===== src/rtl/mem_access_sequencer.sv =====
// MEM-stage front end for the byte-addressed data memory: aligned accesses pass through combinationally,
// misaligned ones become N stalled byte accesses plus one DONE cycle; out-of-range/disallowed accesses fault.
module mem_access_sequencer #(
  parameter int unsigned MEM_BYTES        = 16384,
  parameter int unsigned ALLOW_MISALIGNED = 1
) (
  input  logic        clk,
  input  logic        rst,
  input  logic        req_valid,
  input  logic        req_read,
  input  logic        req_write,
  input  logic [2:0]  req_funct3,
  input  logic [31:0] req_addr,
  input  logic [31:0] req_wdata,
  input  logic        flush,
  output logic        stall,
  output logic [31:0] load_data,
  output logic        load_valid,
  output logic        access_fault,
  output logic        dm_mem_read,
  output logic        dm_mem_write,
  output logic [31:0] dm_addr,
  output logic [31:0] dm_wdata,
  output logic [31:0] dm_instruction,
  input  logic [31:0] dm_rdata
);

  localparam logic [1:0] IDLE  = 2'd0;
  localparam logic [1:0] SPLIT = 2'd1;
  localparam logic [1:0] DONE  = 2'd2;

  localparam logic        ALLOW    = (ALLOW_MISALIGNED != 0);
  localparam logic [32:0] MEM_SIZE = 33'(MEM_BYTES);

  logic [1:0]  state;
  logic [1:0]  cnt;
  logic [31:0] asm_reg;
  logic [1:0]  last_q;
  logic [2:0]  f3_q;
  logic        store_q;

  logic        is_store;
  logic        is_load;
  logic        f3_ok_st;
  logic        f3_ok_ld;
  logic        access_ok;
  logic [2:0]  size_n;
  logic [32:0] last_addr;
  logic        in_range;
  logic        aligned;
  logic        fault_c;
  logic        pass_c;
  logic        start_c;
  logic [1:0]  cur_cnt;
  logic [31:0] byte_addr;
  logic [7:0]  wbyte;
  logic [31:0] ext_data;
  logic [2:0]  dm_f3;

  // Both read and write asserted is handled as a store.
  assign is_store = req_valid & req_write;
  assign is_load  = req_valid & req_read & ~req_write;

  assign f3_ok_st  = ~req_funct3[2] & (req_funct3[1:0] != 2'b11);
  assign f3_ok_ld  = (req_funct3[1:0] != 2'b11) & (req_funct3 != 3'b110);
  assign access_ok = (is_store & f3_ok_st) | (is_load & f3_ok_ld);

  always_comb begin
    size_n = 3'd0;
    case (req_funct3[1:0])
      2'b00:   size_n = 3'd1;
      2'b01:   size_n = 3'd2;
      2'b10:   size_n = 3'd4;
      default: size_n = 3'd0;
    endcase
  end

  // 33-bit sum so an access wrapping past 2^32 is caught as out of range.
  assign last_addr = {1'b0, req_addr} + {30'd0, size_n} - 33'd1;
  assign in_range  = (last_addr < MEM_SIZE);
  assign aligned   = (size_n == 3'd1) |
                     ((size_n == 3'd2) & ~req_addr[0]) |
                     ((size_n == 3'd4) & (req_addr[1:0] == 2'b00));

  assign fault_c = (is_store & ~f3_ok_st) |
                   (access_ok & (~in_range | (~aligned & ~ALLOW)));
  assign pass_c  = access_ok & in_range & aligned;
  assign start_c = access_ok & in_range & ~aligned & ALLOW;

  assign cur_cnt   = (state == IDLE) ? 2'd0 : cnt;
  assign byte_addr = req_addr + {30'd0, cur_cnt};
  assign wbyte     = req_wdata[{cur_cnt, 3'b000} +: 8];

  always_comb begin
    ext_data = asm_reg;
    case (f3_q)
      3'b001:  ext_data = {{16{asm_reg[15]}}, asm_reg[15:0]};
      3'b101:  ext_data = {16'd0, asm_reg[15:0]};
      default: ext_data = asm_reg;
    endcase
  end

  always_comb begin
    stall        = 1'b0;
    load_data    = 32'd0;
    load_valid   = 1'b0;
    access_fault = 1'b0;
    dm_mem_read  = 1'b0;
    dm_mem_write = 1'b0;
    dm_addr      = 32'd0;
    dm_wdata     = 32'd0;
    dm_f3        = 3'd0;
    if (!rst) begin
      case (state)
        IDLE: begin
          if (!flush) begin
            if (fault_c) begin
              access_fault = 1'b1;
            end else if (pass_c) begin
              dm_mem_read  = is_load;
              dm_mem_write = is_store;
              dm_addr      = req_addr;
              dm_wdata     = req_wdata;
              dm_f3        = req_funct3;
              load_valid   = is_load;
              load_data    = is_load ? dm_rdata : 32'd0;
            end else if (start_c) begin
              stall        = 1'b1;
              dm_mem_read  = is_load;
              dm_mem_write = is_store;
              dm_addr      = byte_addr;
              dm_wdata     = {24'd0, wbyte};
              dm_f3        = is_store ? 3'b000 : 3'b100;
            end
          end
        end
        SPLIT: begin
          // The byte of the flush cycle is still issued; the sequence stops after it.
          stall        = 1'b1;
          dm_mem_read  = ~store_q;
          dm_mem_write = store_q;
          dm_addr      = byte_addr;
          dm_wdata     = {24'd0, wbyte};
          dm_f3        = store_q ? 3'b000 : 3'b100;
        end
        DONE: begin
          if (!store_q && !flush) begin
            load_valid = 1'b1;
            load_data  = ext_data;
          end
        end
        default: ;
      endcase
    end
  end

  assign dm_instruction = {17'd0, dm_f3, 12'd0};

  always_ff @(posedge clk or posedge rst) begin
    if (rst) begin
      state   <= IDLE;
      cnt     <= 2'd0;
      asm_reg <= 32'd0;
      last_q  <= 2'd0;
      f3_q    <= 3'd0;
      store_q <= 1'b0;
    end else begin
      case (state)
        IDLE: begin
          if (!flush && start_c) begin
            state        <= SPLIT;
            cnt          <= 2'd1;
            last_q       <= (size_n == 3'd4) ? 2'd3 : 2'd1;
            f3_q         <= req_funct3;
            store_q      <= is_store;
            asm_reg[7:0] <= dm_rdata[7:0];
          end
        end
        SPLIT: begin
          if (flush) begin
            state <= IDLE;
          end else begin
            asm_reg[{cnt, 3'b000} +: 8] <= dm_rdata[7:0];
            if (cnt == last_q) state <= DONE;
            else               cnt   <= cnt + 2'd1;
          end
        end
        DONE:    state <= IDLE;
        default: state <= IDLE;
      endcase
    end
  end

endmodule


===== config.mk =====
export PLATFORM = sky130hd
export DESIGN_NAME = mem_access_sequencer
export DESIGN_NICKNAME = d
export VERILOG_FILES = /design/src/rtl/mem_access_sequencer.sv
export SDC_FILE = /design/constraint.sdc
export NUM_CORES = 1
export LEC_CHECK = 0
export CAP_MARGIN = 20
export CORE_UTILIZATION = 42
export DETAILED_ROUTE_END_ITERATION = 6
export GPL_ROUTABILITY_DRIVEN = 0
export PLACE_DENSITY = 0.79
export SYNTH_ARGS = -nofsm -noshare
export SYNTH_HDL_FRONTEND = slang
export SYNTH_SLANG_ARGS = --single-unit

===== constraint.sdc =====
create_clock -name clk -period 5.55 [get_ports clk]
set_clock_uncertainty 0.05 [all_clocks]
set_input_delay 1.11 -clock clk [delete_from_list [all_inputs] [get_ports clk]]
set_output_delay 1.11 -clock clk [all_outputs]
set_load 0.01 [all_outputs]

### Yosys cells after proc, flatten, opt, wreduce, memory -nomap -nowiden

Cells that the tools add are included.

| word-level totals | value |
|---|---|
| logic and storage cells | 141 |
| bits in registers | 42 |
| input bits | 105 |
| output and inout bits | 133 |

| cells by class | value |
|---|---|
| add/sub/neg operators | 5 |
| shift operators | 3 |
| reduce and logical (&&, ||, !) cells | 13 |
| bitwise operators | 26 |
| magnitude comparators | 1 |
| eq/ne operators | 16 |
| multiplexer cells | 70 |

Operators with widths:

| operator | count |
|---|---|
| $mux 32 | 15 |
| $pmux 32 s2 | 4 |
| $add 32x3->33 | 1 |
| $lt 33x15->1 const B | 1 |
| $sub 33x1->33 const B | 1 |
| $add 32x2->32 | 1 |
| $bwmux 32 | 1 |
| $shift 8x7->32 const A | 1 |
| $shiftx 32x6->8 | 1 |
| $shiftx 8x7->32 | 1 |
| $mux 1 | 24 |
| $mux 8 | 3 |
| $mux 3 | 7 |
| $pmux 8 s2 | 1 |
| $and 1x1->1 | 14 |
| $mux 2 | 7 |
| $pmux 3 s3 | 1 |
| $not 1->1 | 8 |
| $pmux 1 s2 | 4 |
| $pmux 2 s2 | 2 |
| $neg 5->7 | 1 |
| $eq 3x1->1 const B | 2 |
| $eq 3x3->1 const B | 2 |
| $logic_not 2->1 | 3 |
| other kinds (16) | 28 |

### Logic depth before layout (Yosys ltp)

Gate-level depths: netlist of the first run.

| depth | value |
|---|---|
| depth after elaboration | 14 |
| depth in mapped cells | 18 |
| depth with buffers taken out | 15 |

### Worst setup path before layout of the first run

OpenSTA, ideal clock, no wires.

| path | value |
|---|---|
| path type | input to output |
| start | input port req_funct3[1] |
| end | output port load_data[10] |
| arrival | 4716 ps |
| path buffers | 3 |
| stages on the path | 17 |
| slack | -326 ps |
| required time | 4390 ps |
| cells stage by stage | buf_6 -> nand2b_1 -> ha_1 -> inv_1 -> ha_1 -> nand3b_1 -> o21ai_1 -> or4b_4 -> a211oi_2 -> o311a_1 -> o2111ai_1 -> or4_1 -> buf_2 -> or4b_4 -> nor3_4 -> buf_6 -> a22o_1 |

| between the ends | value |
|---|---|
| word-level cells in the longest chain between the ends | 12 |
| elaborated cells on any way between the ends | 33 |
| those cells by class | add/sub: 2; order compare: 1; eq/ne: 7; mux: 6; bitwise: 16; reduce/logical: 1 |

Ends and longest elaborated chain:

| what | RTL line | RTL |
|---|---|---|
| start: declaration | 12 | `input logic [2:0] req_funct3,` |
| $eq 2x2->1, or another cell as far along | 70 | `case (req_funct3[1:0])` |
| $pmux 3 s3 | 70 |  |
| $add 32x3->33 / $eq 3x2->1 (equally long branches) | 79, 82 |  |
| $sub 33x1->33 / $and 1x1->1 (equally long branches) | 79, 82 |  |
| $lt 33x15->1 / $or 1x1->1 (equally long branches) | 80, 81 |  |
| $and 1x1->1, or another cell as far along | 87 | `assign pass_c = access_ok & in_range & aligned;` |
| $and 1x1->1, on equally long branches | 87, 86 |  |
| $mux 32 / $or 1x1->1 (equally long branches) | 119, 85 |  |
| $mux 32 (*) | 117 | `if (fault_c) begin` |
| $mux 32 (*) | 116 | `if (!flush) begin` |
| $pmux 32 s2 (*) | 114 | `case (state)` |
| $mux 32 (*) | 113 | `if (!rst) begin` |
| end: declaration | 17 | `output logic [31:0] load_data,` |

Mark *: on every way between the ends. The rest lies on a longest branch, timed or not.

### Worst setup path after layout of the first run

| path | value |
|---|---|
| start | input port req_addr[9] |
| end | output port dm_addr[18] |

| between the ends | value |
|---|---|
| word-level cells in the longest chain between the ends | 11 |
| elaborated cells on any way between the ends | 16 |
| those cells by class | add/sub: 3; order compare: 1; mux: 6; bitwise: 6 |

Ends and longest elaborated chain:

| what | RTL line | RTL |
|---|---|---|
| start: declaration | 13 | `input logic [31:0] req_addr,` |
| $add 32x3->33 | 79 | `assign last_addr = {1'b0, req_addr} + {30'd0, size_n} - 33'd1;` |
| $sub 33x1->33 | 79 |  |
| $lt 33x15->1 | 80 | `assign in_range = (last_addr < MEM_SIZE);` |
| $and 1x1->1 | 87, 88 |  |
| $and 1x1->1 | 88 | `assign start_c = access_ok & in_range & ~aligned & ALLOW;` |
| $mux 32 | 127 | `end else if (start_c) begin` |
| $mux 32 | 119 | `end else if (pass_c) begin` |
| $mux 32 | 117 |  |
| $mux 32 | 116 |  |
| $pmux 32 s2 (*) | 114 |  |
| $mux 32 (*) | 113 |  |
| end: declaration | 22 | `output logic [31:0] dm_addr,` |

Marked as above.

==> flow_summary.ini, run 1 <==
[power]
p_per_area_nw_per_um2 = 107.8
switchingPower_uw = 452.6
sw_frac_of_total_pct = 36.43
cell_internal_pwr_uw = 789.9
finalPower_uw = 1243
pwr-share-seq_pct = 24.6
p_leak_uw = 0.005674
power_frac_comb_pct = 51.9
p_clk_share_pct = 23.5
ir_drop_v = 0.0001031

[final_layout]
stdcell_area_um2 = 11530
layout_common_cells = buf_4 (219), nand2_1 (129), clkdlybuf4s50_1 (91)
drive_above_1_share_pct = 39.06
layout_commonest_cell = buf_4
areaGrowthSynthToFinish_pct = 74.14
antenna_cells = 0
largest_reg_flops = 32
nets = 1537

[logic_synthesis]
ys_top_cells_by_area = dfrtp_1 (16%), ha_1 (12%), nand2_1 (7.5%)
yosys.area.top_type = dfrtp_1
syn-cell-area_um2 = 6619
seq_area_frac_synth_pct = 15.88
syn_area_per_cell_um2 = 7.148
synth_edf_count = 0
yosys_warnings = 0
synth-seq-cells = 42
synth-main-ff-cell = dfrtp_1
yosysTopAreaCellShare_pct = 15.88
synth.distinct_cells = 71
synthArstFlopShare_pct = 100.0
syn-instance-count = 926

[worst_setup_path]
cp.required_ns = 4.39
crit_path_end_kind = output pin
path_max_fanout = 6
worstPathBufferInverterCount = 11
path_class = in -> out
r2r_start = state[1]
cpLargestDelayFamily = buffers and inverters
timing.rr.end = cnt[1]
cp.arrival_ns = 5.31
crit_top_cell = buf_6
start_kind = input pin
cp_slowest_cell = or4_4
slowest_delay_ns = 0.56
reg2reg_slack_ns = 2.76
path_cells = clkdlybuf4s50_1 -> inv_1 -> ha_4 -> nand4_1 -> buf_4 -> a2111oi_2 -> nand2_1 -> nand4_1 -> nand2_1 -> xnor2_1 -> or4_4 -> buf_6 -> buf_6 -> buf_6 -> nor4_4 -> buf_4 -> buf_6 -> buf_8 -> buf_12 -> o221ai_2 -> o21ai_2 -> buf_2
worst-r2r-cell-count = 12

[run_status]
status = finished with violations
violations = DRC, setup timing

[die]
core_um2 = 15310
fp.dieArea_um2 = 16270
ios = 238
initial_core_util_pct = 43.22
core.rowCount = 45
die_y_um = 127.5
die_w_um = 127.5

[grt]
antenna_found_initial = 0
grt_pass1_wl_mm = 43.93
grt_pass1_vias = 8881
grt_max_degree = 38
globalRouteOverflowTotal = 0
grtUsageTotal_pct = 33.36

[route]
final_antenna_net_count = 0
drt_wl_total_mm = 29.93
vias = 9437
viasPerCell = 5.980
drtIter0Drc = 899
drtPass1Iterations = 7
drc = 1
wl_per_cell_um = 18.96

[timing]
post-route-min-period_ns = 6.472
hold_viol = 0
post-route-period-util_pct = 116.6
layout_setup_ws_ns = -0.9217
clock.fmax_ghz = 0.1545
worst_pin_slew_ns = 1.075
max_slew_margin_pct = 27.81
final-setup-viol-count = 104
rsz0062_at_grt = true
drv_slew = 0
tns_ns = -80.22

[place]
place_hpwl_mm = 19.97
placed_cell_area_um2 = 10440
numPortBuffers = 208

[cts]
clk_pin_slew_ns = 0.07
cts_made_buffers = 5
clockBufferDepth = 2
tritoncts = yes
clock-sinks = 42
clk_latency_ns = 0.29
hold_buffers = 0
cts_max_level = 2
cts_root_buf = clkbuf_16

[hold_path]
hold_path.class = reg -> reg
hold_start = asm_reg[28]
hold_depth = 2
hold_end = asm_reg[28]

[run]
cap_viol_max_count = 0
layer usage:
metal | vias up | GRT usage (%) | share of wire, %
li1 | 4236 | - | -
met1 | 4435 | 39.42 | 37
met2 | 594 | 59.72 | 50
met3 | 172 | 3.559 | 7.5
met4 | 0 | 16.95 | 5.4
met5 | - | 0 | 0
worst max path at each step:
stage                  startpoint            endpoint  slack (ns)  depth (start not counted)
floorplan           req_funct3[1]          dm_addr[4]       -0.32                         17
global placement    req_funct3[0]  dm_instruction[14]       -1.30                         18
detailed placement  req_funct3[1]  dm_instruction[14]       -1.37                         18
CTS                 req_funct3[0]         dm_addr[30]       -0.80                         21
global route          req_addr[1]         dm_addr[21]       -1.06                         23
finish                req_addr[9]         dm_addr[18]       -0.92                         22
cells by family after synthesis:
kind of cell,Yosys count,synth area share [%]
AOI/OAI and AO/OA,318,31.78
xor gates and xnor gates,17,2.249
adders and majority gates,66,12.59
buffers and inverters,129,9.565
DFF,42,15.88
muxes,14,2.344
other,1,0.05666
and+or+nand+nor,339,25.54
worst reg2reg max path, stage by stage, from the launching register on:
cell,delay (ns)
dfrtp_1,0.49
nor3_1,0.37
nor2b_1,0.22
buf_4,0.17
and2_1,0.20
nand2b_1,0.15
nor4_4,0.16
buf_4,0.18
buf_6,0.14
buf_8,0.14
buf_4,0.15
a21oi_1,0.09
mux2i_1,0.16
repair_timing:
| action | CTS | global route |
|---|---|---|
| setup endpoints to repair | 104 | 104 |
| setup buffers | 37 | 22 |
| gates cloned | 4 | 2 |
| resized for setup | 527 | 139 |
| pin swaps | 44 | 31 |
power by group through the flow:
stage	Combinational, uW	Clock, uW	Sequential (uW)
after CTS	595	286	306
after floorplan	260	0	312
final	644	292	306
after global routing	686	302	306
after global placement	535	0	312
after detailed placement	546	0	312
synthesized netlist by cell type, drive strengths merged, types with 3 or more instances:
library cell / number
a21oi: 68
nor4b: 3
o22ai: 3
and3: 40
a22o: 32
a31oi: 20
or4: 4
a21boi: 4
a211oi: 6
o21a: 6
nand2: 132
o21bai: 5
nand2b: 8
a211o: 5
a311oi: 6
o211ai: 7
o2111ai: 7
and2: 11
nor2b: 12
a221oi: 10
dfrtp: 42
xnor2: 11
buf: 37
a21o: 26
nand3: 15
clkbuf: 37
nor3: 21
inv: 55
mux2: 12
nor2: 58
xor2: 6
nand4: 15
or4b: 5
o21ai: 82
o221ai: 18
ha: 65
nor4: 6
cell type report:
| class | count | area [um2] |
|---|---|---|
| sequential | 42 | 1051 |
| clock inverter | 3 | 18.77 |
| tap | 211 | 264.0 |
| fill | 1101 | 3789 |
| timing repair buffer | 479 | 4038 |
| multi-input combinational | 783 | 5818 |
| inverter | 55 | 211.5 |
| clock buffer | 5 | 125.1 |
metrics by stage:
| stage | setup WS (ns) | std cells | util [%] | hold WS [ns] |
|---|---|---|---|---|
| floorplan | -0.3157 | 954 | - | 0.3813 |
| CTS | -0.7993 | 1560 | 71.18 | 0.4284 |
| finish | -0.9217 | 1578 | 75.26 | 0.4272 |
| detailed placement | -1.366 | 1511 | 68.18 | 0.4138 |
| global route | -1.058 | 1578 | 75.26 | 0.4508 |
| global placement | -1.299 | 1511 | 68.18 | 0.4055 |
No activity file was read; power rests on OpenSTA's default activity.
==> run 2: changes to the inputs <==
--- a/config.mk
+++ b/config.mk
@@ -5,11 +5,13 @@
 export SDC_FILE = /design/constraint.sdc
 export NUM_CORES = 1
 export LEC_CHECK = 0
+export ABC_AREA = 1
 export CAP_MARGIN = 20
-export CORE_UTILIZATION = 42
+export CORE_UTILIZATION = 46
 export DETAILED_ROUTE_END_ITERATION = 6
 export GPL_ROUTABILITY_DRIVEN = 0
-export PLACE_DENSITY = 0.79
+export HOLD_SLACK_MARGIN = 0.02
+export PLACE_DENSITY = 0.8
 export SYNTH_ARGS = -nofsm -noshare
 export SYNTH_HDL_FRONTEND = slang
 export SYNTH_SLANG_ARGS = --single-unit
==> flow_summary.ini, run 2 <==
[timing]
rsz0062_at_grt = true
layout_setup_ws_ns = 0.1058
hold_viol = 0
post-route-min-period_ns = 5.444
post-route-period-util_pct = 98.09
worst_pin_slew_ns = 0.9638
clock.fmax_ghz = 0.1837
final-setup-viol-count = 0
drv_slew = 0
max_slew_margin_pct = 35.68

[logic_synthesis]
synth_compound_area_share_pct = 13.21
synth-main-ff-cell = dfrtp_1
ys_top_cells_by_count = nand2_1 (419), inv_1 (241), nor2_1 (164)
synth_xor_area_share_pct = 2.690
syn-instance-count = 1523
seq_area_frac_synth_pct = 12.42
syn_area_per_cell_um2 = 5.559
synth-seq-cells = 42
ys_top_cells_by_area = nand2_1 (19%), dfrtp_1 (12%), inv_1 (11%)
yosys.area.top_type = nand2_1
synth_top_family_by_area = simple AND/OR/NAND/NOR gates
yosysTopAreaCellShare_pct = 18.58
synth_fa_ha_area_share_pct = 9.843
syn-cell-area_um2 = 8466
synth-simple-area-share_pct = 44.47
synth.distinct_cells = 42
synthMostInstantiatedCell = nand2_1
synthArstFlopShare_pct = 100.0
synth.area.mux_share_pct = 0
yosys_warnings = 0
synth_edf_count = 0

[route]
vias = 11693
drc = 0
drtIter0Drc = 1152
drtPass1Iterations = 6
wl_per_cell_um = 16.32
drt_wl_total_mm = 34.43
final_antenna_net_count = 0
viasPerCell = 5.542

[place]
numPortBuffers = 208
place_hpwl_mm = 24.54
pre_cts_ws_ns = -0.7045

[final_layout]
nets = 2051
layout_common_cells = nand2_1 (365), inv_1 (228), buf_4 (178)
fin_util_pct = 71.50
nFillCells = 1418
areaGrowthSynthToFinish_pct = 52.23
largest_reg_flops = 32
layout_commonest_cell = nand2_1
drive_above_1_share_pct = 29.79

[cts]
tritoncts = yes
cts_root_buf = clkbuf_16
cts_made_buffers = 5
clock-sinks = 42
hold_buffers = 0
clk_latency_ns = 0.28
clk_pin_slew_ns = 0.06
clockBufferDepth = 2
cts_max_level = 2

[grt]
grt_pass1_wl_mm = 52.32
grt_max_degree = 68
grtUsageTotal_pct = 34.76
globalRouteOverflowTotal = 0
antenna_found_initial = 1
grt_pass1_vias = 10885

[worst_setup_path]
crit_path_end_kind = output pin
cp.required_ns = 4.39
start_kind = input pin
cp.arrival_ns = 4.28
path_max_fanout = 10
path_class = in -> out

[die]
die_y_um = 137.7
core_um2 = 18020
die_w_um = 137.7
core.rowCount = 49
fp.dieArea_um2 = 18950
ios = 238
initial_core_util_pct = 46.97

[run_status]
status = complete, no violations

[power]
p_leak_uw = 0.006552
finalPower_uw = 1383
ir_drop_v = 0.0001472
p_per_area_nw_per_um2 = 107.3

[run]
cap_viol_max_count = 0

[hold_path]
hold_path.class = reg -> reg
[run 2: final timing paths]
check                             startpoint          end  slack [ns]  cells after the start
min in group asynchronous                rst    last_q[0]        0.95                      3
worst max-delay path            req_addr[13]  dm_addr[19]        0.11                     25
max in group asynchronous                rst   asm_reg[7]        4.09                      3
worst min register to register    asm_reg[6]   asm_reg[6]        0.42                      2
worst min-delay path              asm_reg[6]   asm_reg[6]        0.42                      2
worst max register to register      state[0]   asm_reg[7]        3.06                     10
[run 2: metrics by stage]
| stage | cell area [um2] | TNS [ns] | std cells | hold WS, ns |
|---|---|---|---|---|
| after global placement | 11740 | -46.07 | 2068 | 0.4050 |
| after global routing | 12890 | -2.676 | 2110 | 0.4450 |
| after floorplan | 8571 | 0 | 1551 | 0.3922 |
| final | 12890 | 0 | 2110 | 0.4247 |
| after CTS | 12470 | -0.01465 | 2102 | 0.4236 |
| after detailed placement | 11740 | -54.80 | 2068 | 0.4093 |
[run 2: power breakdown]
group | leakage [uW] | internal, uW | switching, uW
Clock | 0.0000829 | 222 | 117
Combinational | 0.00600 | 320 | 418
Sequential | 0.000467 | 306 | 0.00497
[run 2: repair_timing]
action,in CTS,in global routing
setup endpoints to repair,104,104
gates cloned,4,1
pin swaps,28,50
buffers inserted,23,7
resized for setup,384,234
[run 2: critical path, cell delays in order]
cell and delay, ns:
clkdlybuf4s15_1 0.25, inv_1 0.17, ha_4 0.24, nand2_4 0.09
inv_1 0.05, nand2_1 0.10, nand2_2 0.08, a21oi_2 0.17
buf_4 0.13, buf_4 0.11, nand2_1 0.05, nand2_1 0.09
nand2_1 0.08, nor3_1 0.16, nand3_1 0.12, nor2_2 0.16
nand3_2 0.14, nor2_4 0.14, buf_6 0.15, buf_12 0.11
buf_12 0.12, nand2_1 0.09, nand3_1 0.12, a21oi_2 0.07
buf_2 0.19
[run 2: layout make-up]
cell class / count / area [um2] / share of cell area, %
multi-input cells: 1169 / 6977 / 54.14
clock inverters: 1 / 30.03 / 0.2330
repair buffers: 408 / 3436 / 26.66
clock buffers: 6 / 138.9 / 1.078
diodes: 1 / 2.502 / 0.01942
well taps: 229 / 286.5 / 2.223
inverters: 254 / 965.9 / 7.495
flip-flops and latches: 42 / 1051 / 8.155
[run 2: per-layer routing]
layer  wire length [um]  track usage [%]  vias up
li1                   -                -     5500
met1              13110            41.90     5392
met2              16570            60.86      664
met3               3181            5.004      137
met4               1570            15.26        0
met5                  0                0        -
[run 2: kinds of logic after synthesis]
group,count (synthesis)
compound gates,209
xor+xnor,26
fa+ha+maj,66
buf+inv,340
flops,42
other cells,1
simple gates,839
